`config.mk`:
```
export PLATFORM = sky130hd
export DESIGN_NAME = mem_access_ctrl
export DESIGN_NICKNAME = d
export VERILOG_FILES = /design/src/rtl/mem_pkg.sv /design/src/rtl/mem_lane_format.sv /design/src/rtl/mem_access_ctrl.sv
export SDC_FILE = /design/constraint.sdc
export NUM_CORES = 1
export LEC_CHECK = 0
export CAP_MARGIN = 20
export CORE_UTILIZATION = 40
export CTS_CLUSTER_SIZE = 24
export DETAILED_ROUTE_END_ITERATION = 6
export PLACE_DENSITY = 0.67
export SYNTH_ARGS = -nofsm -noshare
export SYNTH_HDL_FRONTEND = slang
export SYNTH_HIERARCHICAL = 1
export SYNTH_SLANG_ARGS = --single-unit
```
`constraint.sdc`:
```
create_clock -name clk -period 4.12 [get_ports clk]
set_input_delay 0.824 -clock clk [delete_from_list [all_inputs] [get_ports clk]]
set_output_delay 0.824 -clock clk [all_outputs]
set_load 0.005 [all_outputs]
```
`src/rtl/mem_pkg.sv`:
```
// Shared definitions for the memory access controller.
//   DATA_W  : memory data width
//   size_e  : request size encoding (byte / half / word / illegal)
//   state_e : controller FSM states
package mem_pkg;

  localparam int unsigned DATA_W = 32;

  typedef enum logic [1:0] {
    SZ_BYTE = 2'b00,
    SZ_HALF = 2'b01,
    SZ_WORD = 2'b10,
    SZ_ILL  = 2'b11
  } size_e;

  typedef enum logic [2:0] {
    IDLE,
    RD1,
    RD2,
    WR,
    RESP
  } state_e;

endpackage

```
`src/rtl/mem_lane_format.sv`:
```
// Combinational lane formatter for sub-word accesses.
//   rd          : word read from memory
//   wdata       : right-justified store data
//   offset      : byte offset within the word (addr[1:0])
//   size        : access size (mem_pkg::size_e encoding)
//   is_unsigned : loads only, 1 = zero-extend
//   load_data   : extracted and extended load value
//   store_word  : rd with the target lane replaced by wdata
module mem_lane_format
  import mem_pkg::*;
#(
  parameter bit BIG_ENDIAN = 1'b1
) (
  input  logic [DATA_W-1:0] rd,
  input  logic [DATA_W-1:0] wdata,
  input  logic [1:0]        offset,
  input  logic [1:0]        size,
  input  logic              is_unsigned,
  output logic [DATA_W-1:0] load_data,
  output logic [DATA_W-1:0] store_word
);

  logic [4:0]        shamt;
  logic [DATA_W-1:0] lane_mask;
  logic [DATA_W-1:0] lane;

  always_comb begin
    shamt     = 5'd0;
    lane_mask = '1;
    unique case (size)
      SZ_BYTE: begin
        lane_mask = 32'h0000_00ff;
        // Big-endian: offset 0 sits in the top byte, so shift = (3 - offset) * 8.
        shamt     = BIG_ENDIAN ? {~offset, 3'b000} : {offset, 3'b000};
      end
      SZ_HALF: begin
        lane_mask = 32'h0000_ffff;
        shamt     = BIG_ENDIAN ? {~offset[1], 4'b0000} : {offset[1], 4'b0000};
      end
      default: begin
        lane_mask = '1;
        shamt     = 5'd0;
      end
    endcase
  end

  assign lane = rd >> shamt;

  always_comb begin
    load_data = lane;
    unique case (size)
      SZ_BYTE: load_data = {{24{~is_unsigned & lane[7]}}, lane[7:0]};
      SZ_HALF: load_data = {{16{~is_unsigned & lane[15]}}, lane[15:0]};
      default: load_data = lane;
    endcase
  end

  // Only the target lane changes; every other lane keeps the value just read.
  assign store_word = (rd & ~(lane_mask << shamt)) | ((wdata & lane_mask) << shamt);

endmodule

```
`src/rtl/mem_access_ctrl.sv`:
```
// Initiator-side controller for a word-addressed, synchronous-read memory.
// Accepts byte/half/word loads and stores over a valid/ready handshake,
// performs sub-word stores as read-modify-write and rejects misaligned,
// out-of-range or illegal-size requests without touching memory.
//   clk, rst_n          : clock (rising edge), async active-low reset
//   req_valid/req_ready : request handshake (ready only in IDLE)
//   req_we, req_size, req_unsigned, req_addr, req_wdata : request fields
//   resp_valid          : one-cycle completion pulse
//   resp_rdata          : formatted load data (0 for stores and errors)
//   resp_err            : request was rejected
//   Adr, WE, WD         : registered memory address / write enable / write data
//   RD                  : memory read data, valid the cycle after Adr is presented
module mem_access_ctrl
  import mem_pkg::*;
#(
  parameter int unsigned MEM_WORDS  = 512,
  parameter bit          BIG_ENDIAN = 1'b1
) (
  input  logic              clk,
  input  logic              rst_n,
  input  logic              req_valid,
  output logic              req_ready,
  input  logic              req_we,
  input  logic [1:0]        req_size,
  input  logic              req_unsigned,
  input  logic [31:0]       req_addr,
  input  logic [DATA_W-1:0] req_wdata,
  output logic              resp_valid,
  output logic [DATA_W-1:0] resp_rdata,
  output logic              resp_err,
  output logic [31:0]       Adr,
  output logic              WE,
  output logic [DATA_W-1:0] WD,
  input  logic [DATA_W-1:0] RD
);

  state_e            state_q, state_d;
  logic              st_we_q, st_we_d;
  logic [1:0]        size_q, size_d;
  logic              uns_q, uns_d;
  logic [1:0]        off_q, off_d;
  logic [DATA_W-1:0] wdata_q, wdata_d;
  logic [31:0]       adr_q, adr_d;
  logic              mem_we_q, mem_we_d;
  logic [DATA_W-1:0] wd_q, wd_d;
  logic [DATA_W-1:0] rdata_q, rdata_d;
  logic              err_q, err_d;

  logic [DATA_W-1:0] load_data;
  logic [DATA_W-1:0] store_word;
  logic [31:0]       req_widx;
  logic              req_err;

  mem_lane_format #(
    .BIG_ENDIAN(BIG_ENDIAN)
  ) u_lane_format (
    .rd         (RD),
    .wdata      (wdata_q),
    .offset     (off_q),
    .size       (size_q),
    .is_unsigned(uns_q),
    .load_data  (load_data),
    .store_word (store_word)
  );

  assign req_widx = {2'b00, req_addr[31:2]};

  always_comb begin
    req_err = 1'b0;
    unique case (req_size)
      SZ_BYTE: req_err = 1'b0;
      SZ_HALF: req_err = req_addr[0];
      SZ_WORD: req_err = (req_addr[1:0] != 2'b00);
      default: req_err = 1'b1;
    endcase
    if (req_widx >= MEM_WORDS) begin
      req_err = 1'b1;
    end
  end

  always_comb begin
    state_d  = state_q;
    st_we_d  = st_we_q;
    size_d   = size_q;
    uns_d    = uns_q;
    off_d    = off_q;
    wdata_d  = wdata_q;
    adr_d    = adr_q;
    wd_d     = wd_q;
    rdata_d  = rdata_q;
    err_d    = err_q;
    // WE is a single-cycle pulse; it is only raised on entry to WR.
    mem_we_d = 1'b0;

    unique case (state_q)
      IDLE: begin
        if (req_valid) begin
          st_we_d = req_we;
          size_d  = req_size;
          uns_d   = req_unsigned;
          off_d   = req_addr[1:0];
          wdata_d = req_wdata;
          adr_d   = {req_addr[31:2], 2'b00};
          rdata_d = '0;
          err_d   = req_err;
          if (req_err) begin
            state_d = RESP;
          end else if (req_we && (req_size == SZ_WORD)) begin
            mem_we_d = 1'b1;
            wd_d     = req_wdata;
            state_d  = WR;
          end else begin
            state_d = RD1;
          end
        end
      end
      RD1: begin
        state_d = RD2;
      end
      RD2: begin
        if (st_we_q) begin
          wd_d     = store_word;
          mem_we_d = 1'b1;
          state_d  = WR;
        end else begin
          rdata_d = load_data;
          state_d = RESP;
        end
      end
      WR: begin
        state_d = RESP;
      end
      RESP: begin
        state_d = IDLE;
      end
      default: begin
        state_d = IDLE;
      end
    endcase
  end

  always_ff @(posedge clk or negedge rst_n) begin
    if (!rst_n) begin
      state_q  <= IDLE;
      st_we_q  <= 1'b0;
      size_q   <= 2'b00;
      uns_q    <= 1'b0;
      off_q    <= 2'b00;
      wdata_q  <= '0;
      adr_q    <= '0;
      mem_we_q <= 1'b0;
      wd_q     <= '0;
      rdata_q  <= '0;
      err_q    <= 1'b0;
    end else begin
      state_q  <= state_d;
      st_we_q  <= st_we_d;
      size_q   <= size_d;
      uns_q    <= uns_d;
      off_q    <= off_d;
      wdata_q  <= wdata_d;
      adr_q    <= adr_d;
      mem_we_q <= mem_we_d;
      wd_q     <= wd_d;
      rdata_q  <= rdata_d;
      err_q    <= err_d;
    end
  end

  assign req_ready  = (state_q == IDLE);
  assign resp_valid = (state_q == RESP);
  assign resp_rdata = rdata_q;
  assign resp_err   = err_q;
  assign Adr        = adr_q;
  assign WE         = mem_we_q;
  assign WD         = wd_q;

endmodule

```
==> metrics.txt <==
gpl congestion=0.905; Routed Antenna Nets=0; area of the mapped netlist=8120 µm²; post-route cell area=10,800 µm²; synthesized area per cell=8.96 µm²; I/O Pins=203; 1st-pass router iterations=5; Clock Path Buffers=2; Tmin final=3.09 ns; H-tree Lvls=4; Synth cell types=55; Slew Limit Headroom=0.318; HPWL Detailed=19,100 µm; Sink Count=137; Hold WC Path Type=in2async; CTS hold repair buffers=0; PwrDens=367 nW/µm²; dominant cell type by area after synthesis=dfrtp_1; Critical Path Source Type=register; post-CTS sizing=0; drt drc=0; status=complete, no violations; fin. max-slew vios=0; latest clock arrival within the worst-skew pair=0.43 ns; commonest non-fill, non-tap cell in the layout=nand2_1; share of cells above drive strength 1=0.124; mean routed wirelength per cell=20.8 µm; placed cell area=10,200 µm²; grt ovf=0; Core ar.=19,700 µm²; Die W=144 µm; FP Rows=51; uppermost layer routed=met4; GRT Total Usage=0.266; Starting Density=0.413; Synth Register Bits=137; Fill cells=1,815; top post-synthesis cells by area=dfrtp_1, nand2_1, and3_1; slew at the pin closest to its max-slew limit=1.02 ns; routed length on met3=1960 µm; Comb power frac=0.219; CP max-delay cell=dfrtp_1; RSZ-0062 raised after global routing=no; setup_tns=0 ns; vias in the first global route=7,201; number of max-cap violations=0; path type of the worst setup path=reg2reg; net switching power=1200 µW; first-pass GRT wire length=41,700 µm; max frequency=324 MHz; die height=144 µm; setup bufs post-CTS=0; critical path arrival=3.38 ns; port bufs=200; clk slew on worst S/H paths=0.06 ns; CP cell instances=clkinv_1 > nand2_1 > nor2_1 > a221o_1 > and3_1 > a211oi_1 > nand3_1; Hold Slack=0.426 ns; Tcrit/Tclk final=0.749; Req. time, crit path=4.41 ns; M1 WL=12,400 µm; # diodes=0; Internal Pwr Total=2760 µW; DR iter-0 viols=882; Post-synth EDFFs=0; register area share after synthesis=0.422; Die ar.=20,900 µm²; vias per cell=5.89; Clock power frac=0.392; critical-path maximum fanout=26; Post-Synthesis Cells=906; largest net degree at the start of global routing=80; area growth from synthesis to layout=33.1%; Synthesis Warnings=6; initial antenna violation count=0; CTS root buf=clkbuf_16; top_reg_cell synth=dfrtp_1; r2r worst-path depth=7; leakage=0.00499 µW; Fin. Hold Viols=0; post-synth top area share=0.422; crit-path max cell delay=0.87 ns; DR vias=7,878; Clock Skew=0.0102 ns; Max VDD drop=0.273 mV; Crit. End Element=register; most frequent cells in the layout=nand2_1, clkdlybuf4s50_1, dfrtp_1; setup violators final=0; number of buffers created by CTS=17; CTS tree=done; fraction of registers with async set/reset=1.00; met2 routed WL=12,900 µm; Net Sw Frac=0.302; Nets=1,164; Flop pwr share=0.388; final wirelength=27,800 µm
-- routing by layer --
layer  up-vias  global-route usage
met1      3846               0.375
met2       368               0.407
met5         -                   0
met4         0              0.0825
li1       3622                   -
met3        42              0.0546
-- synth_stat cells (all sizes together) (2+ instances only) --
cell type,instances
nand2b,2
buf,38
nand4,33
a22oi,15
nor2,35
a22o,32
o2111ai,3
mux2,40
clkbuf,48
a221o,8
nor2b,3
o21ai,12
nor3,6
o211ai,33
dfrtp,137
nand2,226
a221oi,8
o22ai,15
inv,7
a211oi,32
nor4,3
a21oi,38
mux4,7
and3,72
nand3,34
-- stage by stage --
step | utilization | cells | power (µW) | setup WS (ns)
3_5_place_dp | 0.520 | 1307 | 2410 | 1.12
2_1_floorplan | - | 907 | 2020 | 2.06
3_3_place_gp | 0.520 | 1307 | 2400 | 1.15
4_1_cts | 0.550 | 1337 | 3960 | 1.12
5_1_grt | 0.550 | 1337 | 4100 | 0.917
6_report | 0.550 | 1337 | 3960 | 1.03
-- flip-flops by register name, summed over array words and instances (netlist names) --
signal / cells
Adr: 30
WD: 32
state_q: 3
uns_q: 1
resp_err: 1
wdata_q: 32
WE: 1
size_q: 2
st_we_q: 1
resp_rdata: 32
off_q: 2
-- worst paths after layout --
path                           start        endpoint  slack [ns]
setup / recovery           size_q[1]          WD[29]        1.03
hold / removal                 rst_n          Adr[8]        0.43
setup reg to reg           size_q[1]          WD[29]        1.03
hold reg to reg              Adr[25]         Adr[25]        0.48
max in group asynchronous      rst_n  resp_rdata[31]        2.87
min in group clk             Adr[25]         Adr[25]        0.48
-- power groups by stage --
stage	clock network [µW]	registers (µW)	logic [µW]
floorplan	0	1510	506
global placement	0	1550	843
detailed placement	0	1560	851
CTS	1570	1530	856
global route	1620	1550	934
finish	1550	1540	869
-- cells by family after synthesis --
logic type / after synthesis / synth area share
AO/OA/AOI/OAI: 203 / 0.194
AND/OR/NAND/NOR: 423 / 0.250
multiplexers: 48 / 0.0762
flip-flops: 137 / 0.422
buffers and inverters: 94 / 0.0563
other: 1 / 0.000462
-- critical path, delay by kind of cell, from the launching register on --
| family | cells | cell delay, ns |
|---|---|---|
| flip-flops | 1 | 0.87 |
| AO/OA/AOI/OAI | 2 | 0.49 |
| AND/OR/NAND/NOR | 4 | 1.13 |
| buffers and inverters | 1 | 0.45 |
-- area by class of cell --
| cell class | instances | area (µm²) | share of cell area |
|---|---|---|---|
| clock buffers | 18 | 429 | 0.0397 |
| flip-flops and latches | 137 | 3430 | 0.317 |
| multi-input cells | 676 | 4270 | 0.395 |
| clock inverters | 12 | 154 | 0.0142 |
| inverters | 8 | 30.0 | 0.00278 |
| well taps | 265 | 332 | 0.0307 |
| repair buffers | 221 | 2160 | 0.200 |
No activity file was read; power rests on OpenSTA's default activity.
